File: src/rtl/led_frame_serializer.sv
// led_frame_serializer: accepts 24-bit GRB pixels over valid/ready and
// streams them MSB-first, one bit per fixed slot of BIT_CYCLES clocks.
// After NUM_LEDS pixels the line is held low for RESET_CYCLES clocks
// (latch period), and then frame_done pulses.
module led_frame_serializer #(
    parameter int BIT_CYCLES   = 61,
    parameter int NUM_LEDS     = 8,
    parameter int RESET_CYCLES = 2500
) (
    input  logic        clk,
    input  logic        reset,
    input  logic        start,
    input  logic [23:0] pixel_data,
    input  logic        pixel_valid,
    output logic        pixel_ready,
    output logic        un_encoded_data,
    output logic        bit_strobe,
    output logic        sending_data,
    output logic        frame_done,
    output logic        underrun
);

    typedef enum logic [1:0] {
        ST_IDLE       = 2'd0,
        ST_WAIT_FIRST = 2'd1,
        ST_SHIFT      = 2'd2,
        ST_LATCH      = 2'd3
    } state_t;

    localparam int CW = (BIT_CYCLES > 1) ? $clog2(BIT_CYCLES) : 1;
    localparam int PW = $clog2(NUM_LEDS + 1);
    localparam int LW = (RESET_CYCLES > 1) ? $clog2(RESET_CYCLES + 1) : 1;

    localparam logic [CW-1:0] CYC_LAST = CW'(BIT_CYCLES - 1);
    localparam logic [PW-1:0] LEDS     = PW'(NUM_LEDS);
    localparam logic [LW-1:0] LAT_LAST = LW'(RESET_CYCLES - 1);
    localparam logic [4:0]    BIT_LAST = 5'd23;

    state_t      r_state;
    state_t      w_state_nxt;
    logic [23:0] r_shreg;
    logic [23:0] r_hold;
    logic        r_hold_valid;
    logic [CW-1:0] r_cyc_cnt;
    logic [4:0]  r_bit_cnt;
    logic [PW-1:0] r_sent_cnt;
    logic [PW-1:0] r_acc_cnt;
    logic [LW-1:0] r_lat_cnt;
    logic        r_data;
    logic        r_strobe;
    logic        r_done;
    logic        r_underrun;

    logic        w_frame_active;
    logic        w_accept;
    logic        w_slot_end;
    logic        w_start_frame;
    logic        w_load;
    logic        w_shift;
    logic        w_latch_entry;
    logic        w_set_underrun;
    logic        w_finish;

    assign w_frame_active  = (r_state == ST_WAIT_FIRST) || (r_state == ST_SHIFT);
    assign pixel_ready     = w_frame_active && !r_hold_valid && (r_acc_cnt < LEDS);
    assign w_accept        = pixel_valid && pixel_ready;
    assign w_slot_end      = (r_cyc_cnt == CYC_LAST);

    assign un_encoded_data = r_data;
    assign bit_strobe      = r_strobe;
    assign sending_data    = (r_state == ST_SHIFT);
    assign frame_done      = r_done;
    assign underrun        = r_underrun;

    // State register.
    always_ff @(posedge clk or posedge reset) begin
        if (reset) begin
            r_state <= ST_IDLE;
        end else begin
            r_state <= w_state_nxt;
        end
    end

    // Next-state and per-edge control decisions.
    always_comb begin
        w_state_nxt    = r_state;
        w_start_frame  = 1'b0;
        w_load         = 1'b0;
        w_shift        = 1'b0;
        w_latch_entry  = 1'b0;
        w_set_underrun = 1'b0;
        w_finish       = 1'b0;
        case (r_state)
            ST_IDLE: begin
                // A start coinciding with the frame_done pulse is ignored.
                if (start && !r_done) begin
                    w_start_frame = 1'b1;
                    w_state_nxt   = ST_WAIT_FIRST;
                end else begin
                    w_state_nxt   = ST_IDLE;
                end
            end
            ST_WAIT_FIRST: begin
                if (r_hold_valid) begin
                    w_load      = 1'b1;
                    w_state_nxt = ST_SHIFT;
                end else begin
                    w_state_nxt = ST_WAIT_FIRST;
                end
            end
            ST_SHIFT: begin
                if (!w_slot_end) begin
                    w_state_nxt = ST_SHIFT;
                end else if (r_bit_cnt != BIT_LAST) begin
                    w_shift = 1'b1;
                end else if (r_sent_cnt == LEDS) begin
                    w_latch_entry = 1'b1;
                    w_state_nxt   = ST_LATCH;
                end else if (r_hold_valid) begin
                    w_load = 1'b1;
                end else begin
                    // Next pixel missing at a pixel boundary: abandon the rest.
                    w_latch_entry  = 1'b1;
                    w_set_underrun = 1'b1;
                    w_state_nxt    = ST_LATCH;
                end
            end
            ST_LATCH: begin
                if (r_lat_cnt == LAT_LAST) begin
                    w_finish    = 1'b1;
                    w_state_nxt = ST_IDLE;
                end else begin
                    w_state_nxt = ST_LATCH;
                end
            end
            default: begin
                w_state_nxt = ST_IDLE;
            end
        endcase
    end

    // One-entry hold buffer and per-frame pixel accounting.
    always_ff @(posedge clk or posedge reset) begin
        if (reset) begin
            r_hold       <= 24'd0;
            r_hold_valid <= 1'b0;
            r_acc_cnt    <= '0;
            r_sent_cnt   <= '0;
            r_underrun   <= 1'b0;
        end else begin
            if (w_accept) begin
                r_hold       <= pixel_data;
                r_hold_valid <= 1'b1;
            end else if (w_load) begin
                r_hold_valid <= 1'b0;
            end
            if (w_start_frame) begin
                r_acc_cnt <= '0;
            end else if (w_accept) begin
                r_acc_cnt <= r_acc_cnt + PW'(1);
            end
            if (w_start_frame) begin
                r_sent_cnt <= '0;
            end else if (w_load) begin
                r_sent_cnt <= r_sent_cnt + PW'(1);
            end
            if (w_start_frame) begin
                r_underrun <= 1'b0;
            end else if (w_set_underrun) begin
                r_underrun <= 1'b1;
            end
        end
    end

    // Bit-slot timing, shift register and the registered line output.
    always_ff @(posedge clk or posedge reset) begin
        if (reset) begin
            r_shreg   <= 24'd0;
            r_data    <= 1'b0;
            r_cyc_cnt <= '0;
            r_bit_cnt <= 5'd0;
            r_strobe  <= 1'b0;
        end else begin
            r_strobe <= w_load || w_shift;
            if (w_load) begin
                r_shreg   <= r_hold;
                r_data    <= r_hold[23];
                r_cyc_cnt <= '0;
                r_bit_cnt <= 5'd0;
            end else if (w_shift) begin
                r_shreg   <= r_shreg << 1;
                r_data    <= r_shreg[22];
                r_cyc_cnt <= '0;
                r_bit_cnt <= r_bit_cnt + 5'd1;
            end else if (w_latch_entry) begin
                r_data    <= 1'b0;
                r_cyc_cnt <= '0;
                r_bit_cnt <= 5'd0;
            end else if (r_state == ST_SHIFT) begin
                r_cyc_cnt <= r_cyc_cnt + CW'(1);
            end
        end
    end

    // Latch-period counter and the frame completion pulse.
    always_ff @(posedge clk or posedge reset) begin
        if (reset) begin
            r_lat_cnt <= '0;
            r_done    <= 1'b0;
        end else begin
            r_done <= w_finish;
            if ((r_state == ST_LATCH) && !w_finish) begin
                r_lat_cnt <= r_lat_cnt + LW'(1);
            end else begin
                r_lat_cnt <= '0;
            end
        end
    end

endmodule

File: config.mk
export PLATFORM = sky130hd
export DESIGN_NAME = led_frame_serializer
export DESIGN_NICKNAME = d
export VERILOG_FILES = /design/src/rtl/led_frame_serializer.sv
export SDC_FILE = /design/constraint.sdc
export NUM_CORES = 1
export LEC_CHECK = 0
export CAP_MARGIN = 40
export CORE_MARGIN = 1
export CORE_UTILIZATION = 45
export DETAILED_ROUTE_END_ITERATION = 6
export PLACE_DENSITY = 0.74
export SLEW_MARGIN = 20
export SYNTH_ARGS = -nofsm -noshare
export SYNTH_HDL_FRONTEND = slang
export SYNTH_SLANG_ARGS = --single-unit
File: constraint.sdc
create_clock -name clk -period 2.85 [get_ports clk]
set_input_delay 0.4275 -clock clk [delete_from_list [all_inputs] [get_ports clk]]
set_output_delay 0.4275 -clock clk [all_outputs]
set_load 0.01 [all_outputs]
Yosys cells after proc, flatten, opt, wreduce, memory -nomap -nowiden
Cells that the tools add are included.
- mux-type cells: 50
- reduce and logical (&&, ||, !) cells: 19
- add/subtract/negate cells: 5
- magnitude comparators: 1
- equal/unequal tests: 9
- operators by type and width (kind ; count):
    2-to-1 mux 23 bit ; 2
    2-to-1 mux 1 bit ; 28
    2-to-1 mux 6 bit ; 4
    2-to-1 mux 4 bit ; 4
    2-to-1 mux 5 bit ; 3
    adder 12 x 1 -> 12 bit (second input constant) ; 1
    == test 12 bit (second input constant) ; 1
    2-to-1 mux 12 bit ; 1
    2-to-1 mux 2 bit ; 6
    nonzero test 2 bit ; 5
    adder 4 x 1 -> 4 bit (second input constant) ; 2
    case mux 2 bit (4 select lines) ; 1
    adder 6 x 1 -> 6 bit (second input constant) ; 1
    == test 6 bit (second input constant) ; 1
    adder 5 x 1 -> 5 bit (second input constant) ; 1
    logical AND 1 bit ; 5
    inequality test 5 bit (second input constant) ; 1
    == test 2 bit (second input constant) ; 2
    == test 4 bit (second input constant) ; 1
    < comparator 4 bit (second input constant) ; 1
    inequality test 4 x 3 -> 1 bit (second input constant) ; 1
    nonzero test 4 bit ; 1
    logical NOT 1 bit ; 3
    inequality test 3 bit (second input constant) ; 1
    other kinds (6) ; 7
- bits in registers: 85
- logic and storage cells: 97
- input port bits: 28

Longest topological paths before layout
- word-level depth: 8
- depth in mapped cells: 9
- gate-level depth less buffers: 6

Least setup slack after synthesis
OpenSTA, ideal clock, no wires.
- path type: reg-to-reg
- start point: register r_state[0]
- end point: register r_hold[10]
- clock period less this slack: 2.070 ns
- required time: 2.725 ns
- path buffers: 3
- setup slack: 0.780 ns
- cell stages (with the launch flop): 8
- arrival: 1.946 ns
- path through: dfrtp_1 > inv_1 > ha_1 > buf_2 > nor4bb_1 > buf_2 > buf_2 > mux2_2
- longest elaborated chain between the ends: 5
- RTL lines (item ; line ; RTL):
    start: declaration ; 39 ; state_t r_state;
    start signal: assignment ; 80 ; r_state <= w_state_nxt;
    == test 2 x 1 -> 1 bit or == test 2 bit (tied branches) ; 64 ; assign w_frame_active = (r_state == ST_WAIT_FIRST) || (r_state == ST_SHIFT);
    logical OR 1 bit * ; 64 ;
    logical AND 1 bit * (2 in series) ; 65 ; assign pixel_ready = w_frame_active && !r_hold_valid && (r_acc_cnt < LEDS);
    logical AND 1 bit * ; 66 ; assign w_accept = pixel_valid && pixel_ready;
    end signal: assignment ; 152 ; r_hold <= pixel_data;
    end: declaration ; 42 ; logic [23:0] r_hold;
Every way passes the cells marked *; elsewhere a longest branch is shown, timed or not.
A chain may end at the register's enable or synchronous reset.

Final worst setup path
- start point: register r_state[0]
- end point: output pixel_ready
- longest elaborated chain between the ends: 4
- RTL lines (item ; line ; RTL):
    == test 2 x 1 -> 1 bit or == test 2 bit (tied branches) ; 64 ;
    logical OR 1 bit * ; 64 ;
    logical AND 1 bit * (2 in series) ; 65 ;
    end: declaration ; 15 ; output logic pixel_ready,
Marks and branches as above.

==> impl_metrics.yaml <==
worst_setup_path:
  r2r_cells: 7
  regToRegEndpoint: "r_shreg[8]"
  crit_path_top_delay_cell: "clkdlybuf4s50_1"
  reg2reg_slack_ns: 0.68
  worstPathArrival_ns: 2.10
  reg2reg_from: "r_state[0]"
  cp_top_family: "buffers and inverters"
  end_kind: "output port"
  crit_buf_inv: 2
  path_cells: "inv_1 > ha_1 > nor3b_1 > clkdlybuf4s50_1"
  worst_path_largest_cell_delay_ns: 0.57
  critical_path_class: "reg -> out"
  worstPathRequired_ns: 2.42
  cp_max_fo: 9
  critPathLaunchType: "flop"
sta:
  rsz0062_at_grt: "no"
  hold_violations: 0
  fmax_ghz: 0.396
  relSlewSlack_pct: 52.7
  fin_skew_ns: 0.00810
  setup_tns_ns: 0
  period_share_pct: 88.7
  setup_violations: 0
  worst-slew-pin-transition_ns: 0.709
  final_max_slew_viol_count: 0
  period_needed_ns: 2.53
pwr:
  power_frac_clock_pct: 21.5
  leakagePower_nw: 1.89
  p_int_mw: 2.60
  seqPwrFrac_pct: 45.8
  powerDensity_mw_per_mm2: 857
  combPwrFrac_pct: 32.7
  power_switching_mw: 1.40
  peakVddDrop_mv: 0.431
  switching_share_pct: 35.1
cells_and_area:
  antenna_cells: 0
  nets: 434
  nFillCells: 798
  final_common_cell: "dfrtp_1"
  layout-drive-gt1-share_pct: 14.8
  finalNonFillerCells: 508
  multiInputGateArea_mm2: 0.00176
  synthToLayoutAreaGrowth_pct: 16.2
  final_cell_mix: "dfrtp_1, nand3_1, clkdlybuf4s50_1"
  register_area_mm2: 0.00213
  finish.utilization_pct: 53.8
grt:
  grt_overflow: 0
  grt_max_degree: 43
  grt_pass1_wl_um: 13100
  grt_pass1_vias: 2909
  antenna_found_initial: 0
  track_usage_pct: 18.7
floorplanning:
  core-area_mm2: 0.00868
  die_w_um: 96.5
  ioPinCount: 34
  rows: 34
  floorplan.die_area_mm2: 0.00931
  die_y_um: 96.5
  initial_utilization_pct: 46.3
yosys:
  synth-compound-area-share_pct: 10.6
  synthSimpleGateAreaFrac_pct: 13.9
  synth.cell_area_mm2: 0.00402
  synth_async_sr_flop_share_pct: 100
  synth_edf_count: 0
  synth-seq-cells: 85
  synth_cells: 362
  synth_top_flop_cell: "dfrtp_1"
  synth_cell_types: 51
  avgSynthCellArea_um2: 11.1
  synth_top_family_by_area: "simple AND/OR/NAND/NOR gates"
  muxShareOfSynthArea_pct: 12.7
  synth_nets: 401
  synth-xor-area-share_pct: 2.83
  synthAdderAreaFrac_pct: 3.42
  ys_seq_area_share_pct: 52.9
  ys_warn_count: 0
clock_network:
  worst_skew_pair.late_latency_ns: 0.36
  post-cts-setup-buffer-count: 0
  clockBufferDepth: 2
  cts.clk_slew.worst_paths_ns: 0.09
  htreeDepth: 3
  cts_root_buf: "clkbuf_8"
  clock-sinks: 85
  cts_tree: "done"
  ctsResizeCount: 0
  cts_buffers: 9
  cts_hold_buf: 0
drt:
  drc: 0
  routed_wl_um: 7670
  wl_per_cell_um: 15.1
  viasPerCell: 5.61
  first_pass_iters: 4
  ant_nets: 0
  route.vias.total: 2849
  first_iter_violations: 119
placement:
  dp_cells: 492
  dp_hpwl_um: 5210
  buffer_ports.inserted: 33
  routabilityCongestion: 0.761
outcome:
  outcome: "finished, final reports clean"
flow_run:
  cap_viol_max_count: 0
hold_path:
  hold_class: "in -> async"
[final cells by class]
| cell class | instances | area share (%) |
|---|---|---|
| clock buffer | 9 | 2.65 |
| clock inverter | 7 | 1.55 |
| inverter | 14 | 1.15 |
| multi-input combinational | 243 | 37.7 |
| sequential | 85 | 45.5 |
| tap | 108 | 2.89 |
| timing repair buffer | 42 | 8.52 |
[sequential cells by signal, indices dropped and copies added, names as in the netlist]
signal and count:
r_sent_cnt 4, r_state 2, r_bit_cnt 5, bit_strobe 1, r_lat_cnt 12, r_cyc_cnt 6
r_shreg 23, r_acc_cnt 4, underrun 1, r_hold 24, un_encoded_data 1, r_hold_valid 1
frame_done 1
[power groups by stage]
stage                     combinational (mW)  sequential, mW  clock [mW]
final                                   1.31            1.83       0.859
after global routing                    1.47            1.88       0.916
after CTS                               1.32            1.84       0.879
after detailed placement                1.32            1.86           0
after global placement                  1.27            1.84           0
after floorplan                        0.995            1.77           0
[cells in the mapped netlist, types with 2 or more instances]
master / n / share of area, %
a21oi_1: 11 / 1.4
a31oi_1: 3 / 0.47
a41oi_1: 2 / 0.44
and2_1: 2 / 0.31
and3_1: 5 / 0.78
buf_2: 9 / 1.1
buf_4: 2 / 0.37
clkbuf_1: 8 / 0.75
dfrtp_1: 85 / 53
ha_1: 11 / 3.4
inv_1: 14 / 1.3
mux2_2: 25 / 7.0
mux2i_1: 23 / 5.7
nand2_1: 12 / 1.1
nand3_1: 38 / 4.7
nand4_1: 3 / 0.47
nor2_1: 22 / 2.1
nor3_1: 5 / 0.62
nor4_1: 3 / 0.47
o21ai_0: 28 / 3.5
o21ai_1: 3 / 0.37
o31a_1: 2 / 0.44
o31ai_1: 3 / 0.56
or3_1: 3 / 0.47
or4_1: 3 / 0.56
xnor2_1: 7 / 1.5
xor2_1: 6 / 1.3
[per-layer routing]
layer,track usage [%],up-vias,part of all wire (%)
li1,-,1367,-
met1,23.2,1401,45
met2,32.2,70,49
met3,3.13,11,4.0
met4,7.84,0,1.4
met5,0,-,0
[worst max-delay path by stage]
stage	slack, ns	startpoint	to	cells past startpoint
2_1_floorplan	0.23	reset	bit_strobe	1
3_3_place_gp	0.73	r_state[0]	r_hold[5]	5
4_1_cts	0.32	r_state[0]	pixel_ready	4
6_report	0.32	r_state[0]	pixel_ready	4
5_1_grt	0.19	r_state[0]	pixel_ready	4
3_5_place_dp	0.68	r_state[0]	r_hold[9]	5
[cell families after synthesis]
| group | after synthesis |
|---|---|
| flip-flops | 85 |
| multiplexers | 48 |
| adder cells (fa/ha/maj) | 11 |
| AND/OR/NAND/NOR | 106 |
| XOR/XNOR | 13 |
| buffers and inverters | 34 |
| AO/OA/AOI/OAI | 65 |
[through the flow]
stage	hold slack [ns]	area [µm²]	setup slack (ns)	total power [mW]
after floorplan	0.465	4020	0.229	2.76
after global placement	0.485	4470	0.734	3.11
after detailed placement	0.489	4470	0.684	3.18
after CTS	0.506	4670	0.321	4.04
after global routing	0.540	4670	0.185	4.28
final	0.481	4670	0.323	4.00
No activity file was read; power rests on OpenSTA's default activity.
